**src/rtl/axis_sync_fifo.sv**
```systemverilog
// Single-clock AXI-Stream FIFO, first-word-fall-through with a registered output beat.
// Optional packet mode releases beats only once a complete packet (or a full FIFO) is held.
module axis_sync_fifo #(
  parameter int unsigned DATA_WIDTH      = 32,
  parameter int unsigned DEPTH           = 16,
  parameter int unsigned ADDR_WIDTH      = $clog2(DEPTH),
  parameter int unsigned PACKET_MODE     = 0,
  parameter int unsigned ALMOST_FULL_TH  = DEPTH - 2,
  parameter int unsigned ALMOST_EMPTY_TH = 2
) (
  input  logic                  clk,
  input  logic                  rst,
  input  logic [DATA_WIDTH-1:0] s_axis_tdata,
  input  logic                  s_axis_tlast,
  input  logic                  s_axis_tvalid,
  output logic                  s_axis_tready,
  output logic [DATA_WIDTH-1:0] m_axis_tdata,
  output logic                  m_axis_tlast,
  output logic                  m_axis_tvalid,
  input  logic                  m_axis_tready,
  output logic [ADDR_WIDTH:0]   level,
  output logic                  almost_full,
  output logic                  almost_empty,
  output logic [ADDR_WIDTH:0]   pkt_count
);

  localparam int unsigned PW = ADDR_WIDTH + 1;
  localparam logic [ADDR_WIDTH:0] AF_TH = PW'(ALMOST_FULL_TH);
  localparam logic [ADDR_WIDTH:0] AE_TH = PW'(ALMOST_EMPTY_TH);

  logic [DATA_WIDTH:0]   mem [DEPTH];
  logic [ADDR_WIDTH:0]   wr_ptr;
  logic [ADDR_WIDTH:0]   rd_ptr;
  logic [ADDR_WIDTH:0]   wr_ptr_nx;
  logic [ADDR_WIDTH:0]   rd_ptr_nx;
  logic [ADDR_WIDTH:0]   level_nx;
  logic [ADDR_WIDTH:0]   pkt_nx;
  logic                  push_c;
  logic                  pop_c;
  logic                  full_nx;
  logic                  valid_nx;
  logic                  load_c;
  logic [DATA_WIDTH:0]   head_nx;

  // Next-state of pointers, occupancy, packet count and the output beat
  always_comb begin
    push_c    = s_axis_tvalid && s_axis_tready;
    pop_c     = m_axis_tvalid && m_axis_tready;
    wr_ptr_nx = wr_ptr + PW'(push_c);
    rd_ptr_nx = rd_ptr + PW'(pop_c);
    level_nx  = wr_ptr_nx - rd_ptr_nx;
    full_nx   = (wr_ptr_nx[ADDR_WIDTH] != rd_ptr_nx[ADDR_WIDTH]) &&
                (wr_ptr_nx[ADDR_WIDTH-1:0] == rd_ptr_nx[ADDR_WIDTH-1:0]);

    pkt_nx = pkt_count;
    if (push_c && s_axis_tlast && !(pop_c && m_axis_tlast)) begin
      pkt_nx = pkt_count + PW'(1);
    end else if (pop_c && m_axis_tlast && !(push_c && s_axis_tlast)) begin
      pkt_nx = pkt_count - PW'(1);
    end

    // Packet mode: a presented beat stays valid until taken, full FIFO escapes deadlock
    if (PACKET_MODE != 0) begin
      valid_nx = ((level_nx != '0) && ((pkt_nx != '0) || full_nx)) ||
                 (m_axis_tvalid && !pop_c);
    end else begin
      valid_nx = (level_nx != '0);
    end

    // Output register mirrors the head entry; bypass when the head is being written now
    load_c  = (level_nx != '0) && (pop_c || (level == '0));
    head_nx = (rd_ptr_nx == wr_ptr) ? {s_axis_tlast, s_axis_tdata}
                                    : mem[rd_ptr_nx[ADDR_WIDTH-1:0]];
  end

  always_ff @(posedge clk) begin
    if (push_c) begin
      mem[wr_ptr[ADDR_WIDTH-1:0]] <= {s_axis_tlast, s_axis_tdata};
    end
  end

  always_ff @(posedge clk) begin
    if (rst) begin
      wr_ptr        <= '0;
      rd_ptr        <= '0;
      level         <= '0;
      pkt_count     <= '0;
      m_axis_tvalid <= 1'b0;
      m_axis_tdata  <= '0;
      m_axis_tlast  <= 1'b0;
      almost_full   <= 1'b0;
      almost_empty  <= 1'b1;
      s_axis_tready <= 1'b0;
    end else begin
      wr_ptr        <= wr_ptr_nx;
      rd_ptr        <= rd_ptr_nx;
      level         <= level_nx;
      pkt_count     <= pkt_nx;
      m_axis_tvalid <= valid_nx;
      almost_full   <= (level_nx >= AF_TH);
      almost_empty  <= (level_nx <= AE_TH);
      s_axis_tready <= !full_nx;
      if (load_c) begin
        {m_axis_tlast, m_axis_tdata} <= head_nx;
      end
    end
  end

endmodule

```
**config.mk**
```make
export PLATFORM = sky130hd
export DESIGN_NAME = axis_sync_fifo
export DESIGN_NICKNAME = d
export VERILOG_FILES = /design/src/rtl/axis_sync_fifo.sv
export SDC_FILE = /design/constraint.sdc
export NUM_CORES = 1
export LEC_CHECK = 0
export ABC_AREA = 1
export BUFFER_PORTS_ARGS = -buffer_cell sky130_fd_sc_hd__buf_2
export CAP_MARGIN = 20
export CORE_MARGIN = 5
export CORE_UTILIZATION = 40
export DETAILED_ROUTE_END_ITERATION = 7
export SYNTH_ARGS = -nofsm -noshare
export SYNTH_HDL_FRONTEND = slang
export SYNTH_SLANG_ARGS = --single-unit
```
**constraint.sdc**
```tcl
create_clock -name clk -period 3.5 [get_ports clk]
set_input_delay 0.7 -clock clk [delete_from_list [all_inputs] [get_ports clk]]
set_output_delay 0.7 -clock clk [all_outputs]
set_load 0.01 [all_outputs]
```
==> results of run 1 <==
==> final cells by class <==
type | count | area [um2] | area share, %
diodes | 2 | 5.00 | 0.0168
clock buffers | 88 | 1840 | 6.17
clock inverters | 30 | 223 | 0.748
inverters | 400 | 1500 | 5.05
multi-input cells | 1389 | 7170 | 24.1
flip-flops and latches | 585 | 17000 | 57.1
well taps | 855 | 1070 | 3.59
repair buffers | 134 | 986 | 3.31
==> critical path, cell delays in order, from the launching register on <==
cell	delay, ns
dfxtp_1	0.42
nand3_4	0.15
inv_2	0.13
ha_4	0.14
inv_1	0.04
nand2_1	0.11
nand2_4	0.13
ha_1	0.39
a21oi_1	0.25
nand2_1	0.10
nand2_1	0.11
nand3_1	0.10
nor2_2	0.14
nand2_2	0.08
buf_12	0.22
nand3_1	0.12
nand2_1	0.06
nor2_1	0.13
==> power by group <==
group | internal (uW) | total, uW | leakage, uW | switching, uW
sequential | 7800 | 7950 | 0.00523 | 148
clock | 3910 | 6620 | 0.00100 | 2720
combinational | 829 | 2600 | 0.00586 | 1770
total | 12500 | 17200 | 0.0121 | 4630
==> worst max path at each step <==
stage	startpoint	to	slack [ns]	depth (start not counted)
2_1_floorplan	m_axis_tready	m_axis_tdata[11]$_SDFFE_PP0P_	0.32	15
3_3_place_gp	m_axis_tready	m_axis_tdata[7]$_SDFFE_PP0P_	0.25	16
3_5_place_dp	m_axis_tready	m_axis_tdata[17]$_SDFFE_PP0P_	0.19	16
4_1_cts	m_axis_tvalid$_SDFF_PP0_	m_axis_tdata[17]$_SDFFE_PP0P_	0.58	15
5_1_grt	m_axis_tvalid$_SDFF_PP0_	m_axis_tdata[7]$_SDFFE_PP0P_	0.34	15
6_report	m_axis_tvalid$_SDFF_PP0_	m_axis_tdata[4]$_SDFFE_PP0P_	0.57	17
==> stage by stage <==
| stage | power (uW) | cells | utilization (%) | setup slack, ns |
|---|---|---|---|---|
| floorplan | 9830 | 2536 | - | 0.318 |
| global placement | 10600 | 3363 | 42.8 | 0.245 |
| detailed placement | 10700 | 3363 | 42.8 | 0.191 |
| CTS | 17300 | 3481 | 46.0 | 0.581 |
| global route | 17900 | 3481 | 46.0 | 0.339 |
| finish | 17200 | 3483 | 46.0 | 0.574 |
==> per-layer routing <==
layer	GRT usage (%)	part of all wire [%]
met1	25.9	42
met2	33.6	49
met3	3.68	6.6
met4	5.76	2.6
met5	0	0.018
==> cell families after synthesis <==
group / synth area share, %
fa+ha+maj: 0.534
flops: 64.8
compound gates: 1.67
simple gates: 24.2
buf+inv: 8.53
xor+xnor: 0.267
==> synth_stat cells (3+ instances only) <==
| master | count |
|---|---|
| buf_6 | 3 |
| nand3b_1 | 199 |
| nand2_1 | 392 |
| nor2_1 | 109 |
| xor2_1 | 6 |
| o21ai_0 | 7 |
| nand3_1 | 574 |
| a21oi_1 | 72 |
| clkbuf_1 | 72 |
| buf_4 | 8 |
| dfxtp_1 | 57 |
| inv_1 | 396 |
| ha_1 | 8 |
| edfxtp_1 | 528 |
| inv_2 | 4 |
| buf_1 | 25 |
| buf_2 | 52 |
| nand3_2 | 4 |
==> flip-flops by register name, summed over array words and instances (netlist names), 5 cells and up <==
signal / cells
level: 5
m_axis_tdata: 32
mem: 528
pkt_count: 5
rd_ptr: 5
wr_ptr: 5
==> summary.md, run 1 <==
| Metric | Value |
|---|---|
| Row cnt | `93` |
| WP data required | `4.02 ns` |
| Lkg Pwr | `0.0121 uW` |
| Routed len/inst | `20.3 um` |
| Final Setup Violations | `0` |
| CTS hold repair buffers | `0` |
| Worst slew pin tran | `1.02 ns` |
| Fin. max-slew vios | `0` |
| DRC violations left | `0` |
| DIE WIDTH | `266 um` |
| Router iterations before antenna repair | `6` |
| Flops & latches, synth | `585` |
| IO Pins | `84` |
| TritonCTS Buffers | `66` |
| Asr flop ratio synth | `0%` |
| Yosys top cell area share | `60.5%` |
| Clock period minus worst slack | `2.93 ns` |
| Final nets | `2623` |
| Post-CTS Setup Inserts | `0` |
| GRT Overall Usage | `19.7%` |
| Htree depth | `3` |
| Top_reg_cell synth | `edfxtp_1` |
| Post-route cell area | `29800 um2` |
| CP startpoint kind | `register` |
| Clock sink count | `585` |
| Chip Height | `266 um` |
| Synthesized Nets | `2583` |
| Post-Syn Area | `26200 um2` |
| Post-Syn Instances | `2536` |
| Hold slack | `0.484 ns` |
| Area leader, netlist | `edfxtp_1` |
| Root buf cell | `clkbuf_16` |
| Top cells by area, synth | `edfxtp_1, nand3_1, nand3b_1` |
| Core Area | `64700 um2` |
| GR Overflow Total | `0` |
| Hold Crit Start | `m_axis_tdata[2]$_SDFFE_PP0P_` |
| PD cells | `576 nW/um2` |
| Worst-path clk slew | `0.06 ns` |
| Achievable Freq | `342 MHz` |
| Worst-skew pair later-pin latency | `0.59 ns` |
| Die Area | `70800 um2` |
| Post-synth EDFFs | `528` |
| Vias per cell | `5.28` |
| Yosys warnings | `0` |
| Hold endpoint | `m_axis_tdata[2]$_SDFFE_PP0P_` |
| Max Cap Viol | `0` |
| Routed WL | `70800 um` |
| Sequential share of the synthesized area | `64.8%` |
| Skew final | `0.0176 ns` |
| Port-buffer cells | `83` |
| ANT nets after route | `0` |
| DRT iter0 DRCs | `1619` |
| Post-route setup TNS | `0 ns` |
| Global-route wire length before repair | `108000 um` |
| Normalized max-slew margin | `32.0%` |
| Commonest non-fill, non-tap cells in the layout | `nand3_1, edfxtp_1, inv_1, nand2_1, nand3b_1` |
| Vias in the first global route | `17977` |
| Routability Congestion | `0.825` |
| Fraction of layout cells with a size suffix above 1 | `9.86%` |
| Post-DP HPWL | `35800 um` |
| CTS max path bufs | `3` |
| Pin count of the biggest net entering global routing | `153` |
| Count of cell types in the netlist | `33` |
| Endpoints failing hold | `0` |
| Min-Delay Path Class | `reg2reg` |
| Worst Setup End Kind | `register` |
| Crit path DAT | `3.45 ns` |
| WS Path Type | `reg2reg` |
| CP max FO | `66` |
| RSZ-0062 raised after global routing | `false` |
| Most common cell after layout, fill and taps aside | `nand3_1` |
| Initial Util | `40.5%` |
| FF-to-FF End | `m_axis_tdata[4]$_SDFFE_PP0P_` |
| FF-to-FF Start | `m_axis_tvalid$_SDFF_PP0_` |
| Initial antenna violation count | `3` |
| FILL cells | `6023` |
| R2R Setup Slk | `0.57 ns` |
| Status | `completed` |
| CTS tree | `done` |
| Syn avg cell area | `10.3 um2` |
| Hold depth | `2` |
| Final period utilization | `83.6%` |
| Area post-placement | `27700 um2` |
| Area growth from synthesis to final layout | `13.6%` |
| FF-to-FF path depth | `17` |
| Largest vdd supply drop | `0.276 mV` |
| Post-CTS resize count | `0` |
| Vias | `18389` |
No activity file was read; power rests on OpenSTA's default activity.
==> run 2, diff against run 1 <==
- ABC_AREA: 1 -> 0
- clock period: 3.5 -> 2.9 ns (I/O delays scaled with it)
==> run 2 against run 1 <==
Total power increased by 24%. Synthesized cell count decreased by 56%. Register-to-register slack got worse by 0.46 ns. Cell area decreased by 9.8%. Utilization increased by 1.7 points. Via count decreased by 38%. Hold slack got worse by 0.12 ns. Critical path depth decreased by 6. Largest cell class unchanged. Clock power increased by 14%. Combinational power increased by 59%.
==> summary.md, run 2 <==
| Metric | Value |
|---|---|
| Status | `completed` |
| Count leader, synth | `edfxtp_1` |
| PD cells | `790 nW/um2 (+37%)` |
| Fraction of layout cells with a size suffix above 1 | `32.3% (+22 points)` |
| Die Area | `61600 um2 (-13%)` |
| R2R Setup Slk | `0.12 ns (-0.46 ns)` |
| Vias per cell | `5.51 (+4.4%)` |
| Vias | `11432 (-38%)` |
| Synthesized Nets | `1160 (-55%)` |
| CP max FO | `6 (-91%)` |
| Worst-skew pair later-pin latency | `0.60 ns (about the same)` |
| Top_reg_cell synth | `edfxtp_1` |
| Vias in the first global route | `11934 (-34%)` |
| Achievable Freq | `359 MHz (+5.1%)` |
| Max reg flops | `528 (unchanged)` |
| Hold endpoint | `mem[10][15]$_DFFE_PP_` |
| RSZ-0062 raised after global routing | `false` |
| CP startpoint kind | `register` |
| TritonCTS Buffers | `56 (-15%)` |
| Post-layout util | `47.8% (+1.7 points)` |
| Sw frac | `24.7% (-2.3 points)` |
| Largest vdd supply drop | `0.465 mV (+68%)` |
| Slowest stage cell on the critical path | `xor3_2` |
| Root buf cell | `clkbuf_16` |
| Syn avg cell area | `20.4 um2 (+97%)` |
| Launch point of the worst path | `m_axis_tvalid$_SDFF_PP0_` |
| Count of cell types in the netlist | `42 (+27%)` |
| Area leader, netlist | `edfxtp_1` |
| WS Path Type | `reg2reg` |
| Post-route cell area | `26900 um2 (-9.8%)` |
| Asr flop ratio synth | `0% (unchanged)` |
| Yosys warnings | `0 (unchanged)` |
| Lkg Pwr | `0.00876 uW (-28%)` |
| Row cnt | `87 (-6.5%)` |
| Post-DP HPWL | `28500 um (-20%)` |
| Pin count of the biggest net entering global routing | `67 (-56%)` |
| Port-buffer cells | `83 (unchanged)` |
| Normalized max-slew margin | `49.5% (+17 points)` |
| Final nets | `1317 (-50%)` |
| Crit path DAT | `3.26 ns (-0.19 ns)` |
| Worst slew pin tran | `0.758 ns (-0.258 ns)` |
| FF-to-FF End | `m_axis_tdata[22]$_SDFFE_PP0P_` |
| GRT Overall Usage | `17.1% (-2.6 points)` |
| Core Area | `56300 um2 (-13%)` |
| Hold slack | `0.364 ns (-0.120 ns)` |
| Final Setup Violations | `0 (unchanged)` |
| Fin. max-slew vios | `0 (unchanged)` |
| P_int | `16000 uW (+28%)` |
| Chip Height | `248 um (-6.7%)` |
| Worst Setup Slack, final | `0.115 ns (-0.459 ns)` |
| Clock Power Share | `35.4% (-3.2 points)` |
| Top cells by area, synth | `edfxtp_1, mux4_2, dfxtp_1` |
| CTS max path bufs | `3 (unchanged)` |
| Hold depth | `1 (-1)` |
| Worst Setup End Kind | `register` |
| Area post-placement | `24900 um2 (-10%)` |
| Final period utilization | `96.0% (+12 points)` |
| Routability Congestion | `0.771 (-6.6%)` |
| Hold Crit Start | `s_axis_tdata[15]` |
| Share of power burned in registers | `45.2% (-1.1 points)` |
| Routed WL | `52300 um (-26%)` |
| Clock period minus worst slack | `2.78 ns (-0.141 ns)` |
| Clock sink count | `585 (unchanged)` |
| Routed len/inst | `25.2 um (+24%)` |
| Post-Syn Area | `22700 um2 (-14%)` |
| Critical Path, Cell by Cell | `and3_4 -> ha_4 -> xor3_2 -> xor2_2 -> a21oi_1 -> maj3_2 -> xor2_2 -> a32o_2 -> buf_12 -> clkbuf_16 -> mux2i_1` |
| Total power | `21200 uW (+24%)` |
| FF-to-FF path depth | `11 (-6)` |
| ANT nets after route | `0 (unchanged)` |
| Area growth from synthesis to final layout | `18.5%` |
| WP data required | `3.37 ns (-0.65 ns)` |
| Pre-CTS setup slack | `-0.349 ns (-0.540 ns)` |
| Endpoints failing hold | `0 (unchanged)` |
| Router iterations before antenna repair | `5 (-1)` |
| Htree depth | `2 (-1)` |
| Global-route wire length before repair | `77700 um (-28%)` |
| Skew final | `0.0200 ns (+0.00242 ns)` |
| DRC violations left | `0 (unchanged)` |
| DRT iter0 DRCs | `910 (-44%)` |
| Min-Delay Path Class | `in2reg` |
| DIE WIDTH | `248 um (-6.7%)` |
| FF-to-FF Start | `m_axis_tvalid$_SDFF_PP0_` |
| Sequential share of the synthesized area | `74.9% (+10 points)` |
| Most instantiated cells after synthesis | `edfxtp_1, mux4_2, nor2_1` |
| Combinational power share | `19.4% (+4.3 points)` |
| Max Cap Viol | `0 (unchanged)` |
| Worst-path clk slew | `0.06 ns (about the same)` |
| IO Pins | `84 (unchanged)` |
| Initial Util | `40.3% (-0.24 points)` |
| Yosys top cell area share | `69.9% (+9.5 points)` |
| Most common cell after layout, fill and taps aside | `edfxtp_1` |
| Most common cell on crit path | `xor2_2` |
| Flops & latches, synth | `585 (unchanged)` |
| Post-synth EDFFs | `528 (unchanged)` |
| Commonest non-fill, non-tap cells in the layout | `edfxtp_1, mux4_2, buf_2, a22oi_1, nor2_1` |
| Post-Syn Instances | `1113 (-56%)` |
| Initial antenna violation count | `5 (+2)` |
| Critical Path Max Stage Delay | `0.41 ns (about the same)` |
| GR Overflow Total | `0 (unchanged)` |
| CTS tree | `done` |
| Psw | `5250 uW (+13%)` |
## run 2: per-stage QoR
stage | instances | TNS [ns]
after floorplan | 1113 | -8.28
after global placement | 1966 | -6.72
after detailed placement | 1966 | -8.91
after CTS | 2071 | 0
after global routing | 2073 | 0
final | 2075 | 0
## run 2: power groups by stage
stage	logic (uW)	clock network, uW	registers, uW
2_1_floorplan	2710	0	9820
4_1_cts	4040	7690	9600
3_5_place_dp	4010	0	9770
6_report	4130	7520	9600
3_3_place_gp	3970	0	9770
5_1_grt	4440	8050	9620
## run 2: worst max-delay path by stage
stage	cells after the start	to	slack, ns
finish	11	m_axis_tdata[22]$_SDFFE_PP0P_	0.12
global route	11	m_axis_tdata[18]$_SDFFE_PP0P_	0.02
CTS	10	m_axis_tdata[18]$_SDFFE_PP0P_	0.05
detailed placement	11	m_axis_tdata[18]$_SDFFE_PP0P_	-0.35
global placement	11	m_axis_tdata[20]$_SDFFE_PP0P_	-0.25
floorplan	15	m_axis_tdata[10]$_SDFFE_PP0P_	-0.25
## run 2: logic make-up after synthesis
logic type	Yosys count	synth area share, %
flip-flops	585	74.9
multiplexers	166	14.6
AND/OR/NAND/NOR	137	2.88
AO/OA/AOI/OAI	115	4.10
buffers and inverters	73	1.46
XOR/XNOR	26	1.34
adder cells (fa/ha/maj)	11	0.668
## run 2: critical path, delay by kind of cell, from the launching register on
family	cells	cell delay [ns]
and+or+nand+nor	1	0.21
DFF	1	0.37
xor gates and xnor gates	3	0.74
muxes	1	0.12
buffers and inverters	2	0.32
AOI/OAI and AO/OA	2	0.37
adders and majority gates	2	0.52
## run 2: layout make-up
cell class                 instances  area (um2)
clock buffer                      71        1510
antenna                            2        5.00
sequential                       585       17000
clock inverter                    34         404
tap                              756         946
inverter                           8        32.5
timing repair buffer             164        1350
multi-input combinational        455        5630
fill                            4592       29400
## run 2: timing repair
item                                    in CTS  in global routing
endpoints found under the setup margin      22                 32
setup buffers                                0                  1
resized for setup                            3                  4
gates cloned                                 0                  1
pin swaps                                    0                  1
hold buffers                                 0                  0
## run 2: layer usage
layer	routed length, um	GRT usage [%]	vias to the layer above
li1	-	-	4910
met1	22600	23.7	6124
met2	25300	27.9	316
met3	3530	4.17	78
met4	833	3.64	4
met5	27	0	-
==> run 3, diff against run 2 <==
- clock period: 2.9 -> 2.55 ns (I/O delays scaled with it)
==> run 3 against run 2 <==
The run now ends with negative setup slack left. Register-to-register slack worse by 0.26 ns. Non-clock buffer count increased by 25. Global-route usage is 0.087 points higher. Critical endpoint is now m_axis_tdata[17]$_SDFFE_PP0P_. Largest cell class unchanged. Highest routed layer unchanged.
==> summary.md, run 3 (synthesis gave the netlist of run 2 again) <==
| Metric | Value |
|---|---|
| FF-to-FF path depth | `13 (+2)` |
| GRT met2 Usage | `28.9% (+0.98 points)` |
| Htree depth | `2 (unchanged)` |
| Clock sink count | `585 (unchanged)` |
| Normalized max-slew margin | `39.2% (-10 points)` |
| Commonest non-fill, non-tap cells in the layout | `edfxtp_1, mux4_2, buf_2, a22oi_1, buf_4` |
| Crit path DAT | `3.20 ns (-0.06 ns)` |
| Port-buffer cells | `83 (unchanged)` |
| Routed len/inst | `25.2 um (about the same)` |
| DRC violations left | `0 (unchanged)` |
| Hold endpoint | `mem[1][22]$_DFFE_PP_` |
| Routed WL | `53100 um (+1.5%)` |
| Lkg Pwr | `0.00899 uW (+2.5%)` |
| Endpoints failing hold | `0 (unchanged)` |
| Final period utilization | `106% (+9.6 points)` |
| Vias per cell | `5.42 (-1.6%)` |
| Most common cell after layout, fill and taps aside | `edfxtp_1` |
| Worst Setup End Kind | `register` |
| Post-DP HPWL | `29100 um (+2.0%)` |
| Chip Height | `248 um (unchanged)` |
| Status | `finished with violations` |
| Router iterations before antenna repair | `5 (unchanged)` |
| Root buf cell | `clkbuf_16` |
| Row cnt | `87 (unchanged)` |
| Final nets | `1345 (+2.1%)` |
| Worst slew pin tran | `0.913 ns (+0.155 ns)` |
| Die Area | `61600 um2 (unchanged)` |
| Multi-input logic area | `5660 um2 (+0.53%)` |
| Core Area | `56300 um2 (unchanged)` |
| Hold depth | `1 (unchanged)` |
| FILL cells | `4609 (+0.37%)` |
| Slowest stage cell on the critical path | `fa_2` |
| TritonCTS Buffers | `59 (+5.4%)` |
| GR Overflow Total | `0 (unchanged)` |
| Reg area | `17000 um2 (unchanged)` |
| Clock period minus worst slack | `2.69 ns (-0.0901 ns)` |
| Post-route setup TNS | `-4.07 ns (-4.07 ns)` |
| Final Setup Violations | `33 (+33)` |
| RSZ-0062 raised after global routing | `true` |
| CP max FO | `7 (+1)` |
| Hold Crit Start | `s_axis_tdata[22]` |
| Skew final | `0.0170 ns (-0.00301 ns)` |
| Worst-path clk slew | `0.06 ns (about the same)` |
| ANT nets after route | `0 (unchanged)` |
| Critical Path Max Stage Delay | `0.40 ns (about the same)` |
| Vias in the first global route | `12003 (+0.58%)` |
| Global-route wire length before repair | `78300 um (+0.78%)` |
| CTS tree | `done` |
| Max Cap Viol | `0 (unchanged)` |
| CTS max path bufs | `3 (unchanged)` |
| DIE WIDTH | `248 um (unchanged)` |
| FF-to-FF End | `m_axis_tdata[17]$_SDFFE_PP0P_` |
| IO Pins | `84 (unchanged)` |
| CTS hold repair buffers | `0 (unchanged)` |
| Top Usage Layer GRT | `met2` |
| GR Layer Usage met1 | `23.7% (about the same)` |
| Pin count of the biggest net entering global routing | `74 (+10%)` |
| Launch point of the worst path | `rd_ptr[0]$_SDFF_PP0_` |
| Cell family with most CP delay | `adder cells` |
| Initial antenna violation count | `5 (unchanged)` |
| FF-to-FF Start | `rd_ptr[0]$_SDFF_PP0_` |
| Initial Util | `40.3% (unchanged)` |
| Fraction of layout cells with a size suffix above 1 | `33.7% (+1.4 points)` |
| Met3 Resource Use GR | `3.07% (-1.1 points)` |
| WP data required | `3.05 ns (-0.32 ns)` |
| WS Path Type | `reg2reg` |
| Worst Path Buf+Inv | `5 (+3)` |
| Fin. max-slew vios | `0 (unchanged)` |
| Min-Delay Path Class | `in2reg` |
| Vias | `11423 (-0.079%)` |
| Area growth from synthesis to final layout | `20.6%` |
| Pre-CTS setup slack | `-0.472 ns (-0.124 ns)` |
| Max reg flops | `528 (unchanged)` |
| DRT iter0 DRCs | `860 (-5.5%)` |
| Routability Congestion | `0.724 (-6.0%)` |
| GRT Overall Usage | `17.2% (+0.087 points)` |
| Critical Path, Cell by Cell | `buf_6 -> xor2_4 -> inv_4 -> ha_4 -> fa_2 -> inv_2 -> a21oi_2 -> maj3_2 -> xor2_2 -> a32o_2 -> buf_12 -> clkbuf_16 -> mux2i_1` |
| Achievable Freq | `371 MHz (+3.3%)` |
| PD cells | `903 nW/um2 (+14%)` |
| Worst-skew pair later-pin latency | `0.62 ns (+0.02 ns)` |
| CP startpoint kind | `register` |
| R2R Setup Slk | `-0.14 ns (-0.26 ns)` |
| Failing checks | `negative setup slack` |
| Worst Setup Slack, final | `-0.145 ns (-0.260 ns)` |
| Largest vdd supply drop | `0.586 mV (+26%)` |
[run 3: changes by cell type in the layout (fill, tap and decap cells not counted), moves of 2 or more]
cell       change
buf_12        +12
buf_16         +2
buf_4          +9
bufinv_16      -4
clkbuf_1       +8
clkbuf_16      +6
inv_1          -2
[run 3: metrics by stage]
| stage | hold slack [ns] | cells | instance area [um2] | power [uW] | util [%] |
|---|---|---|---|---|---|
| after floorplan | 0.487 | 1113 | 22900 | 14200 | - |
| after global placement | 0.478 | 1984 | 25200 | 15800 | 44.8 |
| after detailed placement | 0.489 | 1984 | 25200 | 15800 | 44.8 |
| after CTS | 0.233 | 2099 | 27200 | 24600 | 48.4 |
| after global routing | 0.254 | 2106 | 27300 | 25800 | 48.6 |
| final | 0.263 | 2107 | 27300 | 24700 | 48.6 |
[run 3: where the power goes]
part | total, uW | switching, uW | internal (uW)
combinational | 5190 | 2480 | 2710
clock | 8570 | 3580 | 4990
sequential | 10900 | 214 | 10700
total | 24700 | 6280 | 18400
[run 3: worst max-delay path by stage]
stage                                    endpoint  slack [ns]  cells past startpoint
detailed placement  m_axis_tdata[12]$_SDFFE_PP0P_       -0.47                     11
global route         m_axis_tdata[8]$_SDFFE_PP0P_       -0.22                     13
finish              m_axis_tdata[17]$_SDFFE_PP0P_       -0.14                     13
global placement    m_axis_tdata[12]$_SDFFE_PP0P_       -0.40                     11
floorplan           m_axis_tdata[10]$_SDFFE_PP0P_       -0.46                     15
CTS                 m_axis_tdata[12]$_SDFFE_PP0P_       -0.18                     13
[run 3: area by class of cell]
class,instances,share of cell area (%)
timing repair buffer,189,6.44
clock buffer,83,5.99
clock inverter,29,1.09
sequential,585,62.2
tap,756,3.46
inverter,8,0.128
antenna,2,0.0183
multi-input combinational,455,20.7
[run 3: what timing repair did]
item                                    in CTS  in global routing
pin swaps                                    2                  7
endpoints found under the hold margin        0                  0
buffers inserted                             2                  4
gates cloned                                 1                  3
endpoints found under the setup margin      33                 34
gates resized for setup                      3                  8
[run 3: metal layers]
metal | routed length (um) | vias to the layer above
met4 | 929 | 4
met2 | 26100 | 312
met1 | 22900 | 6070
met3 | 3160 | 69
li1 | - | 4968
met5 | 25 | -
